===== src/rtl/tdc_sequencer_if.sv =====
// Control, event-counter and readout signals of the TDC measurement sequencer.
// result_min/result_max exist only when TDC_SEQ_MINMAX_EN is defined.
interface tdc_sequencer_if #(
    parameter int unsigned COUNTER_BITS = 8
);
    logic                    start;
    logic                    abort;
    logic                    busy;
    logic                    cnt_clear;
    logic                    cnt_en;
    logic [COUNTER_BITS-1:0] cnt_value;
    logic [COUNTER_BITS-1:0] result;
    logic                    result_valid;
    logic                    result_ready;
`ifdef TDC_SEQ_MINMAX_EN
    logic [COUNTER_BITS-1:0] result_min;
    logic [COUNTER_BITS-1:0] result_max;
`endif

    modport master (
        input  start, abort, cnt_value, result_ready,
`ifdef TDC_SEQ_MINMAX_EN
        output result_min, result_max,
`endif
        output busy, cnt_clear, cnt_en, result, result_valid
    );

    modport slave (
        output start, abort, cnt_value, result_ready,
`ifdef TDC_SEQ_MINMAX_EN
        input  result_min, result_max,
`endif
        input  busy, cnt_clear, cnt_en, result, result_valid
    );
endinterface


===== src/rtl/tdc_sequencer.sv =====
// Runs 2^NUM_MEAS_LOG2 clear/window/settle/accumulate measurements and presents the
// truncated average on a valid/ready handshake. TDC_SEQ_MINMAX_EN adds min/max tracking.
module tdc_sequencer #(
    parameter int unsigned COUNTER_BITS  = 8,
    parameter int unsigned WINDOW_BITS   = 10,
    parameter int unsigned SETTLE_CYCLES = 4,
    parameter int unsigned NUM_MEAS_LOG2 = 2
) (
    input  logic             clk,
    input  logic             rst,
    tdc_sequencer_if.master  bus
);
    localparam int unsigned ACC_W = COUNTER_BITS + NUM_MEAS_LOG2;
    localparam int unsigned IDX_W = (NUM_MEAS_LOG2 > 0) ? NUM_MEAS_LOG2 : 1;
    localparam int unsigned SET_W = $clog2(SETTLE_CYCLES + 1);
    localparam int unsigned TMR_W = (WINDOW_BITS > SET_W) ? WINDOW_BITS : SET_W;

    localparam logic [TMR_W-1:0] WIN_LAST  = TMR_W'((64'd1 << WINDOW_BITS) - 64'd1);
    localparam logic [TMR_W-1:0] SET_LAST  = TMR_W'(SETTLE_CYCLES - 1);
    localparam logic [IDX_W-1:0] MEAS_LAST = IDX_W'((64'd1 << NUM_MEAS_LOG2) - 64'd1);

    typedef enum logic [2:0] {
        S_IDLE, S_CLEAR, S_WINDOW, S_SETTLE, S_ACCUM, S_DONE
    } state_e;

    state_e                  state_q, state_d;
    logic [TMR_W-1:0]        tmr_q, tmr_d;
    logic [IDX_W-1:0]        idx_q, idx_d;
    logic [ACC_W-1:0]        acc_q, acc_d;
    logic [COUNTER_BITS-1:0] result_q, result_d;
    logic                    busy_q, busy_d;
    logic                    clear_q, clear_d;
    logic                    en_q, en_d;
    logic                    valid_q, valid_d;
    logic [COUNTER_BITS-1:0] ev_count;
    logic [ACC_W-1:0]        acc_sum;
`ifdef TDC_SEQ_MINMAX_EN
    logic [COUNTER_BITS-1:0] min_q, min_d, max_q, max_d;
`endif

    always_comb begin
        state_d  = state_q;
        tmr_d    = tmr_q;
        idx_d    = idx_q;
        acc_d    = acc_q;
        result_d = result_q;
`ifdef TDC_SEQ_MINMAX_EN
        min_d    = min_q;
        max_d    = max_q;
`endif
        // The counter runs down from zero, so the event count is its negation.
        ev_count = ~bus.cnt_value + 1'b1;
        acc_sum  = acc_q + ACC_W'(ev_count);

        case (state_q)
            S_IDLE: begin
                if (bus.start && !bus.abort) begin
                    state_d = S_CLEAR;
                    acc_d   = '0;
                    idx_d   = '0;
                end
            end
            S_CLEAR: begin
                state_d = S_WINDOW;
                tmr_d   = '0;
            end
            S_WINDOW: begin
                if (tmr_q == WIN_LAST) begin
                    state_d = S_SETTLE;
                    tmr_d   = '0;
                end else begin
                    tmr_d = tmr_q + 1'b1;
                end
            end
            S_SETTLE: begin
                if (tmr_q == SET_LAST) state_d = S_ACCUM;
                else                   tmr_d   = tmr_q + 1'b1;
            end
            S_ACCUM: begin
                acc_d = acc_sum;
`ifdef TDC_SEQ_MINMAX_EN
                if (idx_q == '0 || ev_count < min_q) min_d = ev_count;
                if (idx_q == '0 || ev_count > max_q) max_d = ev_count;
`endif
                if (idx_q == MEAS_LAST) begin
                    state_d  = S_DONE;
                    result_d = COUNTER_BITS'(acc_sum >> NUM_MEAS_LOG2);
                end else begin
                    state_d = S_CLEAR;
                    idx_d   = idx_q + 1'b1;
                end
            end
            S_DONE: begin
                if (bus.result_ready) state_d = S_IDLE;
            end
            default: state_d = S_IDLE;
        endcase

        // Abort wins over everything above, including a final ACCUM that would publish.
        if (state_q != S_IDLE && bus.abort) begin
            state_d  = S_IDLE;
            acc_d    = '0;
            result_d = result_q;
`ifdef TDC_SEQ_MINMAX_EN
            min_d    = min_q;
            max_d    = max_q;
`endif
        end

        busy_d  = (state_d != S_IDLE);
        clear_d = (state_d == S_CLEAR);
        en_d    = (state_d == S_WINDOW);
        valid_d = (state_d == S_DONE);
    end

    always_ff @(posedge clk) begin
        if (rst) begin
            state_q  <= S_IDLE;
            tmr_q    <= '0;
            idx_q    <= '0;
            acc_q    <= '0;
            result_q <= '0;
            busy_q   <= 1'b0;
            clear_q  <= 1'b0;
            en_q     <= 1'b0;
            valid_q  <= 1'b0;
`ifdef TDC_SEQ_MINMAX_EN
            min_q    <= '0;
            max_q    <= '0;
`endif
        end else begin
            state_q  <= state_d;
            tmr_q    <= tmr_d;
            idx_q    <= idx_d;
            acc_q    <= acc_d;
            result_q <= result_d;
            busy_q   <= busy_d;
            clear_q  <= clear_d;
            en_q     <= en_d;
            valid_q  <= valid_d;
`ifdef TDC_SEQ_MINMAX_EN
            min_q    <= min_d;
            max_q    <= max_d;
`endif
        end
    end

    assign bus.busy         = busy_q;
    assign bus.cnt_clear    = clear_q;
    assign bus.cnt_en       = en_q;
    assign bus.result       = result_q;
    assign bus.result_valid = valid_q;
`ifdef TDC_SEQ_MINMAX_EN
    assign bus.result_min   = min_q;
    assign bus.result_max   = max_q;
`endif
endmodule


===== src/flat_wrapper.sv =====
// flat-port wrapper written by rule: the top's interface ports become plain ports
module tdc_sequencer_flat 
#(
    parameter int unsigned COUNTER_BITS  = 8,
    parameter int unsigned WINDOW_BITS   = 10,
    parameter int unsigned SETTLE_CYCLES = 4,
    parameter int unsigned NUM_MEAS_LOG2 = 2
)
  (clk, rst, bus_start, bus_abort, bus_cnt_value, bus_result_ready, bus_busy, bus_cnt_clear, bus_cnt_en, bus_result, bus_result_valid);
  tdc_sequencer_if #(.COUNTER_BITS(COUNTER_BITS)) bus_i ();
  input  logic clk;
  input  logic rst;
  input wire logic [$bits(bus_i.start)-1:0] bus_start;
  input wire logic [$bits(bus_i.abort)-1:0] bus_abort;
  input wire logic [$bits(bus_i.cnt_value)-1:0] bus_cnt_value;
  input wire logic [$bits(bus_i.result_ready)-1:0] bus_result_ready;
  output wire logic [$bits(bus_i.busy)-1:0] bus_busy;
  output wire logic [$bits(bus_i.cnt_clear)-1:0] bus_cnt_clear;
  output wire logic [$bits(bus_i.cnt_en)-1:0] bus_cnt_en;
  output wire logic [$bits(bus_i.result)-1:0] bus_result;
  output wire logic [$bits(bus_i.result_valid)-1:0] bus_result_valid;
  assign bus_i.start = bus_start;
  assign bus_i.abort = bus_abort;
  assign bus_i.cnt_value = bus_cnt_value;
  assign bus_i.result_ready = bus_result_ready;
  assign bus_busy = bus_i.busy;
  assign bus_cnt_clear = bus_i.cnt_clear;
  assign bus_cnt_en = bus_i.cnt_en;
  assign bus_result = bus_i.result;
  assign bus_result_valid = bus_i.result_valid;
  tdc_sequencer #(.COUNTER_BITS(COUNTER_BITS), .WINDOW_BITS(WINDOW_BITS), .SETTLE_CYCLES(SETTLE_CYCLES), .NUM_MEAS_LOG2(NUM_MEAS_LOG2)) u_core (.clk(clk), .rst(rst), .bus(bus_i));
endmodule

===== config.mk =====
export PLATFORM = sky130hd
export DESIGN_NAME = tdc_sequencer_flat
export DESIGN_NICKNAME = d
export VERILOG_FILES = /design/src/rtl/tdc_sequencer_if.sv /design/src/rtl/tdc_sequencer.sv /design/src/flat_wrapper.sv
export SDC_FILE = /design/constraint.sdc
export NUM_CORES = 1
export LEC_CHECK = 0
export ABC_AREA = 1
export CAP_MARGIN = 10
export CORE_MARGIN = 2
export CORE_UTILIZATION = 29
export CTS_BUF_LIST = sky130_fd_sc_hd__clkbuf_8 sky130_fd_sc_hd__clkbuf_16
export DETAILED_ROUTE_END_ITERATION = 10
export SETUP_SLACK_MARGIN = 0.15
export SYNTH_ARGS = -nofsm -noshare
export SYNTH_HDL_FRONTEND = slang
export SYNTH_SLANG_ARGS = --single-unit

===== constraint.sdc =====
create_clock -name clk -period 3.4 [get_ports clk]
set_clock_uncertainty 0.1 [all_clocks]
set_input_delay 0.68 -clock clk [delete_from_list [all_inputs] [get_ports clk]]
set_output_delay 0.68 -clock clk [all_outputs]
set_load 0.01 [all_outputs]

# Word-level counts from Yosys, hierarchy flattened
# Index checks and enable logic that the tools add are counted.
# op_classes
reduce_logical,13
n_bitwise,2
addsub,4
eq_ne,14
mux,15
# op_table
operator,count
two-way mux 10 bit,3
one-hot mux 10 bit (3 select lines),1
one-hot mux 10 bit (2 select lines),1
two-way mux 3 bit,6
one-hot mux 3 bit (6 select lines),1
"adder 10 x 1 -> 10 bit, second input constant",1
adder 10 x 8 -> 10 bit,1
"== test 10 bit, second input constant",1
"== test 10 x 2 -> 1 bit, second input constant",1
"== test 3 x 2 -> 1 bit, second input constant",3
"== test 3 bit, second input constant",3
nonzero test 3 bit,3
"adder 8 x 1 -> 8 bit, second input constant",1
NOT 8 bit,1
"== test 3 x 1 -> 1 bit, second input constant",2
AND reduction 3 bit,2
two-way mux 2 bit,2
"!= test 2 bit, second input constant",2
one-hot mux 2 bit (2 select lines),1
AND reduction 2 bit,2
zero test 3 bit,1
"adder 2 x 1 -> 2 bit, second input constant",1
"== test 2 bit, second input constant",1
logical AND 1 bit,2
5 further kinds,5
# totals
reg_bits,37
output_inout_bits,12
elab_cells,57
in_bits,13

# Depth between registers and ports, before layout
# depth
depth_word,6
ltp_mapped,17
ltp_nobuf,17

# Worst setup path before layout
# Ideal clock, no wire load.
# synth_path
kind,input-to-reg
start,input bus_cnt_value[1]
end,"register u_core.result_q[7], in the netlist u_core.bus.result[7]"
t_required_ps,3191
cell_stages,14
setup_time_ps,109
setup_slack_ps,769
arrival_ps,2422
path_buffers,0
path_cell_list,nor3_2 nand3_1 or2_2 nor2_1 xnor2_1 ha_1 nand2_1 inv_1 a21boi_0 nand4_1 nand2_1 nand2_1 nand2_1 inv_1
# synth_via
elab_chain_cells,3
# synth_lines
element,line,source
start: declaration,flat_wrapper.sv:15,input wire logic [$bits(bus_i.cnt_value)-1:0] bus_cnt_value;
NOT 8 bit,tdc_sequencer.sv:52,ev_count = ~bus.cnt_value + 1'b1;
adder 8 x 1 -> 8 bit,tdc_sequencer.sv:52,
adder 10 x 8 -> 10 bit,tdc_sequencer.sv:53,acc_sum = acc_q + ACC_W'(ev_count);
end signal: assignment,tdc_sequencer.sv:136,result_q <= result_d;
end: declaration,tdc_sequencer.sv:30,"logic [COUNTER_BITS-1:0] result_q, result_d;"
# No other way between the ends.
# A chain may end at the register's enable or synchronous reset.

# Worst setup path after layout
# layout_path
start,input bus_cnt_value[2]
end,register u_core.acc_q[9]
# layout_via
elab_chain_cells,4
# layout_lines
element,line,source
NOT 8 bit,tdc_sequencer.sv:52,
adder 8 x 1 -> 8 bit,tdc_sequencer.sv:52,
adder 10 x 8 -> 10 bit,tdc_sequencer.sv:53,
one-hot mux 10 bit (2 select lines),tdc_sequencer.sv:55,case (state_q)
end signal: assignment,tdc_sequencer.sv:121,acc_q <= '0;
end signal: assignment,tdc_sequencer.sv:135,acc_q <= acc_d;
end: declaration,tdc_sequencer.sv:29,"logic [ACC_W-1:0] acc_q, acc_d;"
# No other way between the ends.

==> metrics.txt <==
post-synthesis xor/xnor area fraction=between 3 and 4%; H-tree Lvls=2; setup_tns=0 ps; fin crit period=about 2900 ps; worst hold path class=flip-flop to flip-flop; worst slack at placement=~100 ps; Yosys warnings=0; Clock Path Buffers=2; TritonCTS clock tree=yes; Synth Area in Compound Gates=roughly an eighth; core area=a little under 0.008 sq mm; post-route clock period utilization=86.5%; most frequent cells in the layout=nand2_1 (96), inv_1 (44), dfxtp_1 (37); most common cell after layout, fill and taps aside=nand2_1; row count=32; Req. time, crit path=around 3500 ps; cts hold-fix bufs=0; Mapped Cells=~340; power per cell area=~310 mW/mm^2; Cell variety after synth=35; Starting DRT DRC Count=83; clk sinks=37; Post-synth EDFFs=0; fillers=between 800 and 900; worst skew pair latency=a little under 300 ps; Area growth syn-to-layout=17.7%; Critical Path AT=3060 ps; routed len/inst=~11 microns; Hold Fails Final Rpt=0; Final ANT Viol Nets=0; chip height=about 93 microns; TritonCTS Buffers=5; drt total wl=5330 microns; TritonRoute pass-1 iters=5; gr ovfl total=0; dpl hpwl=slightly below 4000 microns; GP Congestion=~0.86; final setup vio count=0; Die Area=just under 0.009 sq mm; PnR worst setup slack=~460 ps; Mapped Nets=~360; ys async rst share=0%; Port-buffer cells=24; largest family of logic cells by synthesized area=simple AND/OR/NAND/NOR gates; Synth Flop Type=dfxtp_1; Post-Synth Simple-Gate Area=roughly 37%; vias in the first global route=roughly 2100; I/O pins=25; Seq cells post-synth=37; Die W=~93 microns; Synth Area in Adders=between 6 and 7%; largest net degree at the start of global routing=15; Worst-path clk slew=70 ps; Pleak=about 1.3 nW; RSZ-0062 raised after global routing=no; share of cells above drive strength 1=just under 9%; starting density of the core=30.0%; CP max FO=5; Syn Area/Cell=6.90 sq um; slew margin rel.=between 60% and 70%; Residual DRC=0; maximum VDD drop=0.000149 V; max-capacitance violation count=0; Setup crit start kind=primary input; Via Count=~2200; measured slew at the worst slew-check pin=about 480 ps; mux cell area share after synthesis=0%; critical path class=primary input to flip-flop; status=complete, no violations; fmax=approximately 340 MHz; n_diodes=0; global-route wire length before repair=9160 microns; Via density=between 4 and 5; area share of the largest cell type after synthesis=about a third; CP Capture Type=flip-flop; Total GRT Usage=13.2%; largest cells by area after synthesis=dfxtp_1 (32%), nand2_1 (16%), inv_1 (7.1%); CTS Root Cell=clkbuf_8; Synth area leader=dfxtp_1; Post-Syn Area=about 0.0023 sq mm; initial antenna violation count=0; share of the yosys chip area belonging to registers=between 30% and 40%; fin. max-slew vios=0; Post-CTS Setup Inserts=0; Layout Nets=around 390
==> cell families after synthesis <==
family | after synthesis
adders and majority gates | 12
buffers and inverters | 52
DFF | 37
xor gates and xnor gates | 9
AOI/OAI and AO/OA | 46
and+or+nand+nor | 180
==> critical path, stage by stage <==
cell and delay (ps):
clkdlybuf4s50_1 460, nor3_2 230, nand3_1 110, or2_2 300, nor2_1 110, xnor2_1 130, ha_1 300, nand2_1 110
inv_1 40, a21boi_1 170, nand3_1 100, nand2_1 90, nand3_1 80, a21oi_1 140
==> report_power, final <==
group	switching (W)	internal (W)
combinational	0.0000694	0.0000425
clock	0.000157	0.000135
sequential	0.00000392	0.000440
total	0.000230	0.000617
==> state kept, by name, indices dropped and copies added, names as in the netlist <==
name and flops:
u_core.acc_q 10, u_core.bus.busy 1, u_core.bus.cnt_clear 1, u_core.bus.cnt_en 1, u_core.bus.result 8, u_core.bus.result_valid 1, u_core.idx_q 2, u_core.state_q 3
u_core.tmr_q 10
==> stage by stage <==
stage / area, sq um / total power [W] / utilization, % / instances / hold slack [ps]
global placement: 2660 / 0.000565 / 34.4 / 458 / 351
global route: 2730 / 0.000891 / 35.3 / 464 / 391
CTS: 2730 / 0.000861 / 35.3 / 464 / 370
floorplan: 2320 / 0.000526 / - / 336 / 332
finish: 2730 / 0.000847 / 35.3 / 464 / 371
detailed placement: 2660 / 0.000566 / 34.4 / 458 / 361
==> cells in the mapped netlist, types with 4 or more instances <==
cell type,n
nand2_1,96
inv_1,44
dfxtp_1,37
nand3_1,28
a21oi_1,23
nor2_1,21
ha_1,11
nand4_1,7
o21ai_0,7
xor2_1,7
nand2_2,5
nor2_4,4
o21a_1,4
==> metal layers <==
metal	wire length, microns	part of all wire (%)	global-route usage, %	up-vias
li1	-	-	-	1139
met4	47	0.88	3.43	0
met2	2640	50	23.6	35
met1	2380	45	15.6	1010
met3	256	4.8	3.46	5
met5	0	0	0	-
==> area by class of cell <==
class / count / area, sq um / area share [%]
multi-input cells: 247 / 1370 / 50.1
inverters: 48 / 180 / 6.60
clock inverters: 1 / 5.00 / 0.183
flip-flops and latches: 37 / 741 / 27.1
clock buffers: 5 / 68.8 / 2.52
well taps: 102 / 128 / 4.67
repair buffers: 24 / 240 / 8.80
==> worst paths after layout <==
path                                                     endpoint  slack (ps)                               from  depth (start not counted)
worst min register to register  u_core.bus.result[0]$_SDFFE_PP0P_         370  u_core.bus.result[0]$_SDFFE_PP0P_                          2
worst min-delay path            u_core.bus.result[0]$_SDFFE_PP0P_         370  u_core.bus.result[0]$_SDFFE_PP0P_                          2
worst max-delay path                 u_core.acc_q[9]$_SDFFE_PP0P_         460                   bus_cnt_value[2]                         14
worst max register to register  u_core.bus.result[4]$_SDFFE_PP0P_        1480       u_core.state_q[0]$_SDFF_PP0_                          8
==> repair_timing <==
action                                 CTS  global route
endpoints found under the hold margin    0             0
setup endpoints to repair                0             2
resized for setup                        0             1
Note: power is estimated with default switching activity, not from simulation.
